<file path="src/rtl/serial_add_sub_if.sv">
// Operand/result bundle for the bit-serial adder/subtractor.
// master drives the request side; slave is the arithmetic unit.
interface serial_add_sub_if #(
  parameter int unsigned WIDTH = 8
);
  logic             start;
  logic             op_sub;
  logic [WIDTH-1:0] a_in;
  logic [WIDTH-1:0] b_in;
  logic             busy;
  logic             done;
  logic [WIDTH-1:0] result;
  logic             c_out;
  logic             ovf;

  modport master (
    output start, op_sub, a_in, b_in,
    input  busy, done, result, c_out, ovf
  );

  modport slave (
    input  start, op_sub, a_in, b_in,
    output busy, done, result, c_out, ovf
  );
endinterface

</file>
<file path="src/rtl/serial_add_sub.sv">
// Bit-serial WIDTH-bit adder/subtractor: one operand bit pair per clock, LSB first,
// through a single full-adder/full-subtractor cell and a carry/borrow flip-flop.
module serial_add_sub #(
  parameter int unsigned WIDTH = 8
) (
  input  logic             clk,
  input  logic             rst,
  serial_add_sub_if.slave  bus_io
);

  localparam int unsigned CntW = (WIDTH > 1) ? $clog2(WIDTH) : 1;

  typedef enum logic [1:0] {
    StIdle = 2'd0,
    StRun  = 2'd1,
    StDone = 2'd2
  } state_e;

  state_e           state_q, state_d;
  logic [WIDTH-1:0] shift_a_q, shift_a_d;
  logic [WIDTH-1:0] shift_b_q, shift_b_d;
  logic [WIDTH-1:0] acc_q, acc_d;
  logic [WIDTH-1:0] result_q, result_d;
  logic [CntW-1:0]  cnt_q, cnt_d;
  logic             op_q, op_d;
  logic             cbit_q, cbit_d;
  logic             a_msb_q, a_msb_d;
  logic             b_msb_q, b_msb_d;
  logic             c_out_q, c_out_d;
  logic             ovf_q, ovf_d;

  logic             a0, b0, s_bit, carry_nxt, last_bit, ovf_nxt;
  logic [WIDTH-1:0] acc_shifted;

  // One-bit add/subtract cell plus the accumulator value after this bit lands.
  always_comb begin
    a0        = shift_a_q[0];
    b0        = shift_b_q[0];
    s_bit     = a0 ^ b0 ^ cbit_q;
    carry_nxt = op_q ? ((~a0 & b0) | (~(a0 ^ b0) & cbit_q))
                     : ((a0 & b0) | ((a0 ^ b0) & cbit_q));
    // Written as shift-then-set so WIDTH=1 needs no empty slice.
    acc_shifted            = acc_q >> 1;
    acc_shifted[WIDTH-1]   = s_bit;
    last_bit  = (cnt_q == CntW'(WIDTH - 1));
    // On the last bit s_bit is the result MSB.
    ovf_nxt   = op_q ? ((a_msb_q != b_msb_q) & (s_bit != a_msb_q))
                     : ((a_msb_q == b_msb_q) & (s_bit != a_msb_q));
  end

  // Next-state and datapath update for the IDLE/RUN/DONE sequencer.
  always_comb begin
    state_d   = state_q;
    shift_a_d = shift_a_q;
    shift_b_d = shift_b_q;
    acc_d     = acc_q;
    result_d  = result_q;
    cnt_d     = cnt_q;
    op_d      = op_q;
    cbit_d    = cbit_q;
    a_msb_d   = a_msb_q;
    b_msb_d   = b_msb_q;
    c_out_d   = c_out_q;
    ovf_d     = ovf_q;

    unique case (state_q)
      StIdle, StDone: begin
        if (bus_io.start) begin
          state_d   = StRun;
          shift_a_d = bus_io.a_in;
          shift_b_d = bus_io.b_in;
          op_d      = bus_io.op_sub;
          cbit_d    = 1'b0;
          cnt_d     = '0;
          acc_d     = '0;
          a_msb_d   = bus_io.a_in[WIDTH-1];
          b_msb_d   = bus_io.b_in[WIDTH-1];
        end else begin
          state_d = StIdle;
        end
      end
      StRun: begin
        shift_a_d = shift_a_q >> 1;
        shift_b_d = shift_b_q >> 1;
        acc_d     = acc_shifted;
        cbit_d    = carry_nxt;
        cnt_d     = cnt_q + CntW'(1);
        if (last_bit) begin
          state_d  = StDone;
          result_d = acc_shifted;
          c_out_d  = carry_nxt;
          ovf_d    = ovf_nxt;
        end
      end
      default: state_d = StIdle;
    endcase
  end

  // State and datapath registers; reset aborts any operation in flight.
  always_ff @(posedge clk or posedge rst) begin
    if (rst) begin
      state_q   <= StIdle;
      shift_a_q <= '0;
      shift_b_q <= '0;
      acc_q     <= '0;
      result_q  <= '0;
      cnt_q     <= '0;
      op_q      <= 1'b0;
      cbit_q    <= 1'b0;
      a_msb_q   <= 1'b0;
      b_msb_q   <= 1'b0;
      c_out_q   <= 1'b0;
      ovf_q     <= 1'b0;
    end else begin
      state_q   <= state_d;
      shift_a_q <= shift_a_d;
      shift_b_q <= shift_b_d;
      acc_q     <= acc_d;
      result_q  <= result_d;
      cnt_q     <= cnt_d;
      op_q      <= op_d;
      cbit_q    <= cbit_d;
      a_msb_q   <= a_msb_d;
      b_msb_q   <= b_msb_d;
      c_out_q   <= c_out_d;
      ovf_q     <= ovf_d;
    end
  end

  // Status and results straight from registers.
  always_comb begin
    bus_io.busy   = (state_q == StRun);
    bus_io.done   = (state_q == StDone);
    bus_io.result = result_q;
    bus_io.c_out  = c_out_q;
    bus_io.ovf    = ovf_q;
  end

endmodule

</file>
<file path="src/flat_wrapper.sv">
// flat-port wrapper written by rule: the top's interface ports become plain ports
module serial_add_sub_flat 
#(
  parameter int unsigned WIDTH = 8
)
  (clk, rst, bus_io_start, bus_io_op_sub, bus_io_a_in, bus_io_b_in, bus_io_busy, bus_io_done, bus_io_result, bus_io_c_out, bus_io_ovf);
  serial_add_sub_if #(.WIDTH(WIDTH)) bus_io_i ();
  input  logic clk;
  input  logic rst;
  input wire logic [$bits(bus_io_i.start)-1:0] bus_io_start;
  input wire logic [$bits(bus_io_i.op_sub)-1:0] bus_io_op_sub;
  input wire logic [$bits(bus_io_i.a_in)-1:0] bus_io_a_in;
  input wire logic [$bits(bus_io_i.b_in)-1:0] bus_io_b_in;
  output wire logic [$bits(bus_io_i.busy)-1:0] bus_io_busy;
  output wire logic [$bits(bus_io_i.done)-1:0] bus_io_done;
  output wire logic [$bits(bus_io_i.result)-1:0] bus_io_result;
  output wire logic [$bits(bus_io_i.c_out)-1:0] bus_io_c_out;
  output wire logic [$bits(bus_io_i.ovf)-1:0] bus_io_ovf;
  assign bus_io_i.start = bus_io_start;
  assign bus_io_i.op_sub = bus_io_op_sub;
  assign bus_io_i.a_in = bus_io_a_in;
  assign bus_io_i.b_in = bus_io_b_in;
  assign bus_io_busy = bus_io_i.busy;
  assign bus_io_done = bus_io_i.done;
  assign bus_io_result = bus_io_i.result;
  assign bus_io_c_out = bus_io_i.c_out;
  assign bus_io_ovf = bus_io_i.ovf;
  serial_add_sub #(.WIDTH(WIDTH)) u_core (.clk(clk), .rst(rst), .bus_io(bus_io_i));
endmodule
</file>
<file path="config.mk">
export PLATFORM = sky130hd
export DESIGN_NAME = serial_add_sub_flat
export DESIGN_NICKNAME = d
export VERILOG_FILES = /design/src/rtl/serial_add_sub_if.sv /design/src/rtl/serial_add_sub.sv /design/src/flat_wrapper.sv
export SDC_FILE = /design/constraint.sdc
export NUM_CORES = 1
export LEC_CHECK = 0
export ABC_CLOCK_PERIOD_IN_PS = 2000
export CAP_MARGIN = 20
export CELL_PAD_IN_SITES_DETAIL_PLACEMENT = 1
export CELL_PAD_IN_SITES_GLOBAL_PLACEMENT = 1
export CORE_MARGIN = 4
export CORE_UTILIZATION = 38
export CTS_CLUSTER_SIZE = 20
export DETAILED_ROUTE_END_ITERATION = 10
export PLACE_DENSITY = 0.72
export RECOVER_POWER = 50
export SLEW_MARGIN = 10
export SYNTH_ARGS = -nofsm -noshare
export SYNTH_HDL_FRONTEND = slang
export SYNTH_SLANG_ARGS = --single-unit
</file>
<file path="constraint.sdc">
create_clock -name clk -period 2 [get_ports clk]
set_input_delay 0.2 -clock clk [delete_from_list [all_inputs] [get_ports clk]]
set_output_delay 0.2 -clock clk [all_outputs]
set_load 0.03 [all_outputs]
</file>
==> reports/results.ini <==
[place]
port_buffers=31
place_area_mm2=0.002098
gp_congestion=0.7454
placed_cells=226
hpwl_um=2612

[worst_setup_path]
cp_max_fo=5
endpoint_kind=output pin
crit_arrival_ns=1.52
worstSetupPathType=flip-flop to output pin
start_kind=flip-flop
worstPathRequired_ns=1.80

[synth]
ys_ff_latch=42
synthesis.area_mm2=0.001774
yosys.cell_types.count=24
synth-edff-count=0
syn_nets=173
ys_seq_area_frac=0.5924
ys_async_sr_fraction=1.000
synthTopCellsByArea=dfrtp_1 59%, mux2_2 5.7%, a22o_1 5.4%
synth_top_area_frac=0.5924
yosysMostFrequentCell=dfrtp_1
ys_warn_count=0
synth_common_cells=42 x dfrtp_1, 14 x o22ai_1, 12 x nor2_1, 12 x nor3_1
synth_ff_type=dfrtp_1
synth.avg_cell_area_um2=11.91
synth_cells=149
yosysTopAreaCell=dfrtp_1

[detailed_routing]
viasPerCell=5.299
drt_iter0_drc=65
drt_first_pass_iters=4
ant_nets=0
num_vias=1240
wl_um=3748
wl_per_cell_um=16.02
remaining_drc_errors=0

[sta]
setup_tns_ns=0
drv_slew=0
worst_pin_slew_ns=1.028
finalSetupViolations=0
period_share=0.8621
finClkSkew_ns=0.003220
fin_crit_ns=1.724
fmax_ghz=0.5800
max_slew_margin=0.3146
hold_violations=0
rsz0062_at_grt=no

[final_layout]
num_antenna_cells=0
instances_no_fill=234
drive_gt1_frac=0.1264
layout.nets=205
area_growth_pct=23.91
postLayoutCellArea_mm2=0.002198

[run]
maxCapViolations=0

[floorplan]
num_rows=24
dieArea_mm2=0.005826
fp.dieH_um=76.33
floorplan.initialDensity=0.3992
core_mm2=0.004444
ioPinCount=32
die_w_um=76.33

[grt]
grt_max_degree=43
grtUsageTotal=0.1430
grt_pass1_vias=1410
grt_pass1_wl_um=6768
antenna_found_initial=0
grt_overflow_total=0

[clocking]
cts_resized=0
clockBufferDepth=2
cts_tree=yes
cts_made_buffers=5
post_cts_buffers=0
htree_levels=2
clock_latency_ns=0.29
cts_root_buf=clkbuf_8
cts_sinks=42
clk_pin_slew_ns=0.08
holdBufCountCts=0

[hold_path]
min_path_type=input port to flip-flop

[pwr]
finalPower_uw=3744
vdd.ir_drop.worst_mv=0.5875
power_leakage_uw=0.0009840
power_density_mw_per_mm2=1703

[run_status]
outcome=finished clean

[report_power, final]
group	leakage, uW	internal, uW	switching, uW
Clock	0.0000575	348	276
Combinational	0.000407	715	919
Sequential	0.000520	1250	238
Total	0.000984	2310	1430
[kinds of logic (layout without fill, tap and decap cells)]
family          after synthesis  after routing  synth area share
xor+xnor                      1              1          0.004937
fa+ha+maj                     4              4           0.03667
mux                          10             10           0.06277
simple gates                 44             44            0.1192
flops                        42             42            0.5924
compound gates               32             32            0.1255
buf+inv                      16             49           0.05853
[per-layer routing]
metal  global-route usage  share of wire  vias up
li1                     -              -      584
met1               0.1851           0.44      623
met2               0.2250           0.50       29
met3              0.03664          0.048        4
met4              0.06522         0.0096        0
met5                    0              0        -
[final timing paths]
path                       cells past startpoint                  end              start  slack, ns
setup / recovery                               2          bus_io_done  u_core.state_q[0]       0.28
hold / removal                                 3          u_core.op_q      bus_io_op_sub       0.44
setup reg to reg                               4  u_core.shift_a_q[2]  u_core.state_q[0]       0.33
hold reg to reg                                2       u_core.b_msb_q     u_core.b_msb_q       0.51
max in group asynchronous                      3    u_core.state_q[1]                rst       0.70
min in group asynchronous                      3  u_core.bus_io.c_out                rst       0.67
[critical path: stages, from the launching register on]
cell and delay [ns]:
dfrtp_1 0.43, nor2b_1 0.13, clkdlybuf4s50_1 0.67
[stage by stage]
stage | worst slack (ns) | hold WS, ns | utilization
4_1_cts | 0.2410 | 0.3550 | 0.4969
2_1_floorplan | 0.5443 | 0.3054 | -
3_5_place_dp | 0.4333 | 0.4935 | 0.4721
5_1_grt | 0.1111 | 0.4394 | 0.4947
3_3_place_gp | 0.4697 | 0.4753 | 0.4721
6_report | 0.2758 | 0.4358 | 0.4947
[flip-flops by register name, indices dropped and copies added (netlist names)]
register,cells
u_core.b_msb_q,1
u_core.shift_a_q,8
u_core.acc_q,7
u_core.op_q,1
u_core.shift_b_q,8
u_core.bus_io.result,8
u_core.a_msb_q,1
u_core.bus_io.ovf,1
u_core.bus_io.c_out,1
u_core.state_q,2
u_core.cbit_q,1
u_core.cnt_q,3
[cell usage in the layout, fill, tap and decap left out]
cell / instances
dfrtp_1: 42
clkdlybuf4s50_1: 29
o22ai_1: 14
nor3_1: 12
nor2_1: 12
a22o_1: 11
nand2_1: 11
mux2_2: 9
clkbuf_8: 8
inv_1: 5
nor2b_1: 4
o21ai_0: 4
nand2b_1: 2
a21oi_1: 2
fa_1: 2
ha_1: 2
buf_4: 2
clkbuf_1: 2
inv_4: 1
nor2_4: 1
nand3b_2: 1
xor2_1: 1
mux2i_1: 1
o2bb2ai_1: 1
nand3_1: 1
dlygate4sd3_1: 1
clkbuf_2: 1
[layout make-up]
cell class | count | area, um^2
repair buffers | 35 | 327.8
flip-flops and latches | 42 | 1051
inverters | 6 | 25.02
clock buffers | 8 | 110.1
well taps | 52 | 65.06
multi-input cells | 91 | 619.3
fillers | 481 | 2246
No activity file was read; power rests on OpenSTA's default activity.
